`src/rtl/keypad_pkg.sv`:
```
// Shared types and constants for the keypad history path.
package keypad_pkg;

    typedef enum logic [1:0] {
        IDLE         = 2'd0,
        PRESS_WAIT   = 2'd1,
        HELD         = 2'd2,
        RELEASE_WAIT = 2'd3
    } key_state_t;

    typedef logic [3:0] hex_digit_t;

    localparam int DEBOUNCE_DEFAULT = 2400000;

    // True while a debounced key is considered down (held or releasing).
    function automatic logic is_hold_state(input key_state_t s);
        return (s == HELD) || (s == RELEASE_WAIT);
    endfunction

endpackage

```
`src/rtl/key_history_fsm_debounce_timer.sv`:
```
// Stability timer shared by the press and release debounce phases.
// done flags the last counted cycle so the FSM can leave on that edge.
module debounce_timer #(
    parameter int DEBOUNCE_CYCLES = 4
) (
    input  logic clk,
    input  logic rst_n,
    input  logic clr,
    input  logic en,
    output logic done
);

    localparam int CNT_W = $clog2(DEBOUNCE_CYCLES + 1);
    localparam logic [CNT_W-1:0] LAST_CNT = CNT_W'(DEBOUNCE_CYCLES - 1);

    logic [CNT_W-1:0] cnt_r;

    // Count stable cycles; clear wins over enable.
    always_ff @(posedge clk) begin
        if (!rst_n) begin
            cnt_r <= {CNT_W{1'b0}};
        end else if (clr) begin
            cnt_r <= {CNT_W{1'b0}};
        end else if (en) begin
            cnt_r <= cnt_r + CNT_W'(1);
        end else begin
            cnt_r <= cnt_r;
        end
    end

    assign done = (cnt_r == LAST_CNT);

endmodule

```
`src/rtl/key_history_fsm.sv`:
```
// Debounces the keypad scanner and keeps a two-digit history of accepted
// keys for the seven-segment driver. One key is recorded per physical press.
module key_history_fsm
    import keypad_pkg::*;
#(
    parameter int DEBOUNCE_CYCLES = DEBOUNCE_DEFAULT
) (
    input  logic       int_osc,
    input  logic       reset,
    input  logic       key_valid,
    input  logic [3:0] key_code,
    output logic [3:0] digit_hi,
    output logic [3:0] digit_lo,
    output logic       new_key,
    output logic       key_held
);

    key_state_t state_r;
    key_state_t state_next_s;
    hex_digit_t cand_r;
    logic       timer_clr_s;
    logic       timer_en_s;
    logic       timer_done_s;
    logic       accept_s;

    debounce_timer #(
        .DEBOUNCE_CYCLES(DEBOUNCE_CYCLES)
    ) u_timer (
        .clk  (int_osc),
        .rst_n(reset),
        .clr  (timer_clr_s),
        .en   (timer_en_s),
        .done (timer_done_s)
    );

    // Next-state and timer control; any instability sends the FSM back a step.
    always_comb begin
        state_next_s = state_r;
        timer_clr_s  = 1'b0;
        timer_en_s   = 1'b0;
        accept_s     = 1'b0;
        case (state_r)
            IDLE: begin
                timer_clr_s = 1'b1;
                if (key_valid) begin
                    state_next_s = PRESS_WAIT;
                end else begin
                    state_next_s = IDLE;
                end
            end
            PRESS_WAIT: begin
                if (!key_valid || (key_code != cand_r)) begin
                    state_next_s = IDLE;
                    timer_clr_s  = 1'b1;
                end else if (timer_done_s) begin
                    state_next_s = HELD;
                    timer_clr_s  = 1'b1;
                    accept_s     = 1'b1;
                end else begin
                    timer_en_s = 1'b1;
                end
            end
            HELD: begin
                timer_clr_s = 1'b1;
                if (!key_valid) begin
                    state_next_s = RELEASE_WAIT;
                end else begin
                    state_next_s = HELD;
                end
            end
            RELEASE_WAIT: begin
                if (key_valid) begin
                    state_next_s = HELD;
                    timer_clr_s  = 1'b1;
                end else if (timer_done_s) begin
                    state_next_s = IDLE;
                    timer_clr_s  = 1'b1;
                end else begin
                    timer_en_s = 1'b1;
                end
            end
            default: begin
                state_next_s = IDLE;
                timer_clr_s  = 1'b1;
            end
        endcase
    end

    // State, candidate capture and registered outputs; digits move only on accept.
    always_ff @(posedge int_osc) begin
        if (!reset) begin
            state_r  <= IDLE;
            cand_r   <= 4'h0;
            digit_hi <= 4'h0;
            digit_lo <= 4'h0;
            new_key  <= 1'b0;
            key_held <= 1'b0;
        end else begin
            state_r  <= state_next_s;
            new_key  <= accept_s;
            key_held <= is_hold_state(state_next_s);
            if ((state_r == IDLE) && key_valid) begin
                cand_r <= key_code;
            end else begin
                cand_r <= cand_r;
            end
            if (accept_s) begin
                digit_hi <= digit_lo;
                digit_lo <= cand_r;
            end else begin
                digit_hi <= digit_hi;
                digit_lo <= digit_lo;
            end
        end
    end

endmodule

```
`config.mk`:
```
export PLATFORM = sky130hd
export DESIGN_NAME = key_history_fsm
export DESIGN_NICKNAME = d
export VERILOG_FILES = /design/src/rtl/keypad_pkg.sv /design/src/rtl/key_history_fsm_debounce_timer.sv /design/src/rtl/key_history_fsm.sv
export SDC_FILE = /design/constraint.sdc
export NUM_CORES = 1
export LEC_CHECK = 0
export BUFFER_PORTS_ARGS = -buffer_cell sky130_fd_sc_hd__buf_2
export CORE_UTILIZATION = 43
export DETAILED_ROUTE_END_ITERATION = 6
export GPL_ROUTABILITY_DRIVEN = 1
export SYNTH_ARGS = -nofsm -noshare
export SYNTH_HDL_FRONTEND = slang
export SYNTH_SLANG_ARGS = --single-unit
```
`constraint.sdc`:
```
create_clock -name int_osc -period 2.4 [get_ports int_osc]
set_input_delay 0.12 -clock int_osc [delete_from_list [all_inputs] [get_ports int_osc]]
set_output_delay 0.12 -clock int_osc [all_outputs]
set_load 0.1 [all_outputs]
```
# Word level (Yosys, flattened, before mapping)
# Cells that the tools add are included.
[totals]
output_inout_bits = 10
in_bits = 7
regBits = 38
elab_cells = 40
[op_classes]
n_mux = 17
bitwise = 1
n_eq_ne = 7
reduce_logical = 7
add_sub_neg = 1
[op_table]
columns = ["cell", "count"]
rows = [
  ["$add A22 B1 Y22 const B", 1],
  ["$eq A22 B22 Y1 const B", 1],
  ["$mux W1", 10],
  ["$eq A2 B2 Y1 const B", 4],
  ["$mux W2", 4],
  ["$pmux W2 S4", 1],
  ["$ne A4 B4 Y1", 1],
  ["$reduce_or A2 Y1", 2],
  ["$pmux W1 S3", 1],
  ["$eq A2 B1 Y1 const B", 1],
  ["$logic_not A2 Y1", 1],
  ["$logic_or A1 B1 Y1", 2],
  ["$pmux W1 S2", 1],
  ["$logic_and A1 B1 Y1", 1],
  ["$logic_not A1 Y1", 1],
  ["$not A1 Y1", 1],
]

# Logic depth before layout (Yosys ltp)
# Gate-level depths: netlist of the first run.
[logic_depth]
ltp_word = 6
ltp_mapped = 7
mapped_depth_nobuf = 6

# Cells and area by module
# A second synthesis of the first run with hierarchy kept.
[hier_totals]
cells_unflattened = 194
hier_area_um2 = 1721.7
[by_module_without_submodules]
columns = ["module", "seq_area_each_um2", "n_inst", "cells_per_inst", "area_per_inst_um2"]
rows = [
  ["debounce_timer", 440.4, 1, 122, 1028.5],
  ["key_history_fsm", 320.3, 1, 72, 693.2],
]

# Worst setup path before layout of the first run
# Ideal clock, no wire load.
[synth_path]
path_type = "reg-to-reg"
startpoint = "register key_held (netlist name)"
endpoint = "register u_timer.cnt_r[11]"
period_less_slack_ns = 2.135
arrival_time_ns = 2.065
n_path_buf = 1
setup_slack_ns = 0.265
stages_incl_launch_ff = 6
required_time_ns = 2.330
cell_sequence = "dfxtp_1 nand2b_1 a2bb2oi_2 buf_6 or4_1 a21oi_1"
[synth_rtl]
columns = ["element", "line", "rtl"]
rows = [
  ["to (signal assigned)", "key_history_fsm_debounce_timer.sv:21", "cnt_r <= {CNT_W{1'b0}};"],
  ["to (signal assigned)", "key_history_fsm_debounce_timer.sv:23", "cnt_r <= {CNT_W{1'b0}};"],
  ["to (signal assigned)", "key_history_fsm_debounce_timer.sv:25", "cnt_r <= cnt_r + CNT_W'(1);"],
  ["to (decl)", "key_history_fsm_debounce_timer.sv:16", "logic [CNT_W-1:0] cnt_r;"],
]

# Worst setup path after layout of the first run
[layout_path]
startpoint = "register u_timer.cnt_r[18]"
endpoint = "register u_timer.cnt_r[4]"
[layout_via]
elab_chain_cells = 5
word_cells_on_any_way = 10
classes_between = "1 x eq/ne; 8 x mux; 1 x reduce/logical"
[layout_lines]
columns = ["element", "line", "rtl"]
rows = [
  ["$eq A22 B22 Y1 (*)", "key_history_fsm_debounce_timer.sv:31", "assign done = (cnt_r == LAST_CNT);"],
  ["$mux W1", "key_history_fsm.sv:55, key_history_fsm.sv:75", ""],
  ["$mux W1, on equally long branches", "key_history_fsm.sv:72, key_history_fsm.sv:52", ""],
  ["$pmux W1 S3", "key_history_fsm.sv:42", "case (state_r)"],
  ["$reduce_or A2 Y1 (no line)", "-", ""],
]
# Every way passes the cells marked *; elsewhere a longest branch is shown, timed or not.
# A chain may end at the register's enable or synchronous reset.

==> flow_metrics.tcl, run 1 <==
set metrics [dict create \
    status "finished, final reports clean" \
    grt_max_degree 23 \
    clock_path_buffers 2 \
    core_um2 3660 \
    critPathBufInv 1 \
    fin_crit_sh 0.814 \
    final_nets 208 \
    ctsResizeCount 0 \
    cp-start-kind "register" \
    layout_commonest_cell "dfxtp_1" \
    route.vias.total 1299 \
    cp-end-kind "register" \
    core.rowCount 22 \
    final_cell_mix "dfxtp_1 (37), nor2_1 (34), buf_2 (16)" \
    dieHeight_um 63.8 \
    grt_pass1_wl_um 5340 \
    setup_viol 0 \
    setup_ws_ns 0.446 \
    synth_seq_cells 37 \
    min-delay-start "reset" \
    synth_edf_count 0 \
    finClkSkew_ns 0.00310 \
    synth_ff_type "dfxtp_1" \
    cap_violations 0 \
    n_antenna_cell 0 \
    wirelength_um 3100 \
    worstPathArrival_ns 2.13 \
    required_ns 2.58 \
    final_cell_area_um2 1910 \
    cts_sinks 37 \
    first_global_vias 1214 \
    powerDensity_nw_per_um2 675 \
    cp_slowest_cell "nor4bb_1" \
    gp_congestion 0.803 \
    final_max_slew_viol_count 0 \
    cts_tree "built" \
    synthDistinctLibCells 32 \
    dr.pass1.iters 4 \
    path_delay_family "simple AND/OR/NAND/NOR gates" \
    worst_pin_slew_ns 0.545 \
    path_cells "nor4bb_1, and4_1, and2_1, or3_1, buf_4, nor2_1" \
    hold_path_end "state_r[0]" \
    drtIter0Drc 94 \
    hold_depth 2 \
    die_x_um 63.8 \
    area_delta_synth_final_pct 16.4 \
    numCtsBuffers 5 \
    dp_hpwl_um 2200 \
    reg2reg_depth 6 \
    r2r_end "u_timer.cnt_r[4]" \
    synthCells 179 \
    period_needed_ns 1.95 \
    start_util 0.449 \
    slew_headroom 0.637 \
    postCtsHoldBufs 0 \
    clkSlewWorstSetupHoldPaths_ns 0.07 \
    clk_latency_ns 0.29 \
    post_dp_cell_area_um2 1780 \
    antenna_found_initial 0 \
    io_buffers 16 \
    hold_violations 0 \
    ios 17 \
    yosys_warnings 0 \
    drc 0 \
    viasPerCell 5.22 \
    gr-total-overflow 0 \
    path_class "register to register" \
    die_area_um2 4070 \
    async_reset_ff_frac 0 \
    tns_ns 0 \
    fillers 340 \
    rsz0062_at_grt "false" \
    fmax_ghz 0.512 \
    avgSynthCellArea_um2 9.18 \
    leakage_nw 0.667 \
    syn-num-nets 187 \
    regToRegSetupSlack_ns 0.45 \
    root_buffer "clkbuf_8" \
    synth-seq-area-share 0.451 \
    cts_max_level 2 \
    critPathMaxFanout 22 \
    wl_per_cell_um 12.4 \
    max-vdd-ir-drop_uv 431 \
    synthesis.area_um2 1640 \
    drive_above_1_share 0.159 \
    pre_cts_ws_ns 0.457 \
    slowest_delay_ns 0.50 \
    min_path_type "primary input to register" \
    antenna_left 0 \
    grt.total_usage 0.172 \
    post-cts-setup-buffers 0 \
    r2r_start "u_timer.cnt_r[18]" \
]
==> layer usage <==
metal / global-route usage / up-vias / wire, µm
met2: 0.267 / 17 / 1430
met4: 0.0824 / 0 / 56
li1: - / 674 / -
met3: 0.0589 / 6 / 125
met5: 0 / - / 0
met1: 0.212 / 602 / 1490
==> power breakdown <==
| part | switching, mW | internal (mW) | leakage, nW | total (mW) |
|---|---|---|---|---|
| Combinational | 0.0199 | 0.0166 | 0.300 | 0.0364 |
| Sequential | 0.00518 | 0.619 | 0.299 | 0.624 |
| Clock | 0.220 | 0.413 | 0.0681 | 0.632 |
| Total | 0.245 | 1.05 | 0.667 | 1.29 |
==> worst max path at each step <==
stage | start | endpoint | depth (start not counted)
2_1_floorplan | key_held | u_timer.cnt_r[11] | 5
6_report | u_timer.cnt_r[18] | u_timer.cnt_r[4] | 6
4_1_cts | cand_r[2] | u_timer.cnt_r[9] | 6
3_3_place_gp | cand_r[2] | u_timer.cnt_r[11] | 6
3_5_place_dp | cand_r[2] | u_timer.cnt_r[9] | 6
5_1_grt | u_timer.cnt_r[18] | u_timer.cnt_r[4] | 6
==> sequential cells by signal, indices dropped and copies added (netlist names) <==
register and flops:
u_timer.cnt_r 22, cand_r 4, digit_hi 4, digit_lo 4
key_held 1, new_key 1, state_r 1
==> metrics by stage <==
step,std cells,utilization,total power [mW],hold WS (ns)
floorplan,179,-,0.661,0.248
global placement,241,0.486,0.674,0.374
detailed placement,241,0.486,0.674,0.366
CTS,249,0.523,1.31,0.0682
global route,249,0.523,1.34,0.0658
finish,249,0.523,1.29,0.0792
==> kinds of logic after synthesis <==
logic type / count (synthesis) / share of synthesized area
AND/OR/NAND/NOR: 82 / 0.268
flip-flops: 37 / 0.451
AO/OA/AOI/OAI: 18 / 0.0761
XOR/XNOR: 17 / 0.0906
buffers and inverters: 12 / 0.0342
multiplexers: 12 / 0.0731
adder cells (fa/ha/maj): 1 / 0.00761
==> layout make-up <==
class                           instances  area (µm²)  area share
Clock buffer                            5        68.8      0.0359
Clock inverter                          3        65.1      0.0340
Inverter                                6        22.5      0.0118
Multi-Input combinational cell        130         847       0.442
Sequential cell                        37         741       0.387
Tap cell                               48        60.1      0.0314
Timing Repair Buffer                   20         110      0.0575
==> cell usage after synthesis (6+ instances only) <==
cell type	count	area, µm²
dfxtp_1	37	741
nand3_1	10	50.1
xnor2_1	6	52.6
xor2_1	11	96.3
or4_1	6	45.0
mux2i_1	12	120
inv_1	6	22.5
nand2_1	8	30.0
nor2_1	34	128
o31ai_1	6	45.0
nand4_1	6	37.5
a21oi_1	8	40.0
Note: power is estimated with default switching activity, not from simulation.
==> run 2: changes to the inputs <==
Clock period 2.4 ns to 1.9 ns, I/O delays scaled along.
==> run 2 against run 1 <==
First-iteration DRC count down 40%. Worst setup slack worse by 0.43 ns. Worst hold slack worse by 0.031 ns. Critical path depth up 1. Clock skew rose by 0.0031 ns. Maximum frequency is 3.8% higher. Utilization up 2.7 points. Critical endpoint is now digit_lo[1].
==> flow_metrics.tcl, run 2 (same netlist as run 1, synthesis figures left out) <==
set metrics [dict create \
    fin_crit_sh 0.990 \
    grt.total_usage 0.173 \
    cts_sinks 37 \
    final_nets 218 \
    dieHeight_um 63.8 \
    drive_above_1_share 0.218 \
    largest_register_ff_count 22 \
    place_inst 246 \
    n_antenna_cell 0 \
    die_area_um2 4070 \
    clk_latency_ns 0.29 \
    drc 0 \
    antenna_found_initial 0 \
    finClkSkew_ns 0.00616 \
    path_class "register to register" \
    grt_pass1_wl_um 5460 \
    root_buffer "clkbuf_8" \
    fmax_ghz 0.532 \
    max-vdd-ir-drop_uv 564 \
    cp-end-kind "register" \
    critPathMaxFanout 4 \
    clkSlewWorstSetupHoldPaths_ns 0.07 \
    path_delay_family "simple AND/OR/NAND/NOR gates" \
    die_x_um 63.8 \
    post_dp_cell_area_um2 1840 \
    viasPerCell 5.16 \
    antenna_left 0 \
    first_global_vias 1246 \
    wl_per_cell_um 13.0 \
    path_cells "nand3b_1, nor4_4, buf_4, and4_4, clkbuf_16, mux2i_1, nor2_1" \
    min_path_type "primary input to register" \
    worst_pin_slew_ns 0.479 \
    required_ns 2.07 \
    area_delta_synth_final_pct 22.4 \
    core_um2 3660 \
    core.rowCount 22 \
    dp_hpwl_um 2280 \
    gp_congestion 0.760 \
    final_cell_count_no_fill 259 \
    final_cell_mix "dfxtp_1 (35), nor2_1 (33), buf_2 (16)" \
    slew_headroom 0.678 \
    route.vias.total 1336 \
    drtIter0Drc 56 \
    critPathBufInv 2 \
    io_buffers 16 \
    cp-start-kind "register" \
    cp_slowest_cell "nor4_4" \
    cap_violations 0 \
    clock_path_buffers 2 \
    slowest_delay_ns 0.37 \
    fillers 339 \
    postLayoutCoreUtil 0.550 \
    period_needed_ns 1.88 \
    largest-register "u_timer.cnt_r" \
    setup_viol 0 \
    postCtsHoldBufs 0 \
    hold_violations 0 \
    ios 17 \
    leakage_nw 0.715 \
    final_max_slew_viol_count 0 \
    numCtsBuffers 5 \
    powerDensity_nw_per_um2 687 \
    cts_max_level 2 \
    status "finished, final reports clean" \
    gr-total-overflow 0 \
    worstPathArrival_ns 2.05 \
    cts_tree "built" \
    grt_max_degree 23 \
    layout_commonest_cell "dfxtp_1" \
    final_cell_area_um2 2010 \
    wirelength_um 3360 \
    dr.pass1.iters 4 \
    start_util 0.449 \
    tns_ns 0 \
]
-- run 2: cell types whose count changed in the layout (fill, tap and decap cells not counted), sizes merged --
cell,change
clkinvlp,+1
buf,+9
clkinv,+1
bufinv,-2
clkbuf,+1
-- run 2: repair_timing --
item / in CTS / in global routing
gates resized for setup: 0 / 5
buffers inserted: 0 / 4
endpoints found under the setup margin: 0 / 30
-- run 2: worst paths after layout --
check                                      start          endpoint  slack, ns  depth (start not counted)
worst min register to register  u_timer.cnt_r[0]  u_timer.cnt_r[0]       0.47                          1
worst min-delay path                       reset        state_r[0]       0.05                          2
worst max register to register          key_held       digit_lo[1]       0.02                          7
worst max-delay path                    key_held       digit_lo[1]       0.02                          7
-- run 2: power by group --
group / leakage, nW / switching, mW / internal, mW
sequential: 0.300 / 0.00634 / 0.782
clock: 0.0439 / 0.288 / 0.253
combinational: 0.371 / 0.0306 / 0.0234
total: 0.715 / 0.324 / 1.06
-- run 2: layer usage --
layer / GRT usage / up-vias / part of all wire
met5: 0 / - / 0
met4: 0.0767 / 0 / 0.018
met3: 0.0482 / 10 / 0.032
met2: 0.285 / 18 / 0.47
met1: 0.210 / 615 / 0.48
li1: - / 693 / -
-- run 2: area by class of cell --
type,instances,area (µm²),area share
Tap cell,48,60.1,0.0299
Clock buffer,5,68.8,0.0342
Clock inverter,3,17.5,0.00871
Multi-Input combinational cell,130,872,0.433
Inverter,6,22.5,0.0112
Timing Repair Buffer,30,228,0.113
Sequential cell,37,743,0.369
-- run 2: per-stage QoR --
step,hold slack (ns),worst slack [ns],power [mW]
floorplan,0.223,0.0158,0.835
global placement,0.345,0.122,0.851
detailed placement,0.356,0.0644,0.853
CTS,0.0497,0.0427,1.39
global route,0.0550,-0.0255,1.43
finish,0.0484,0.0188,1.38
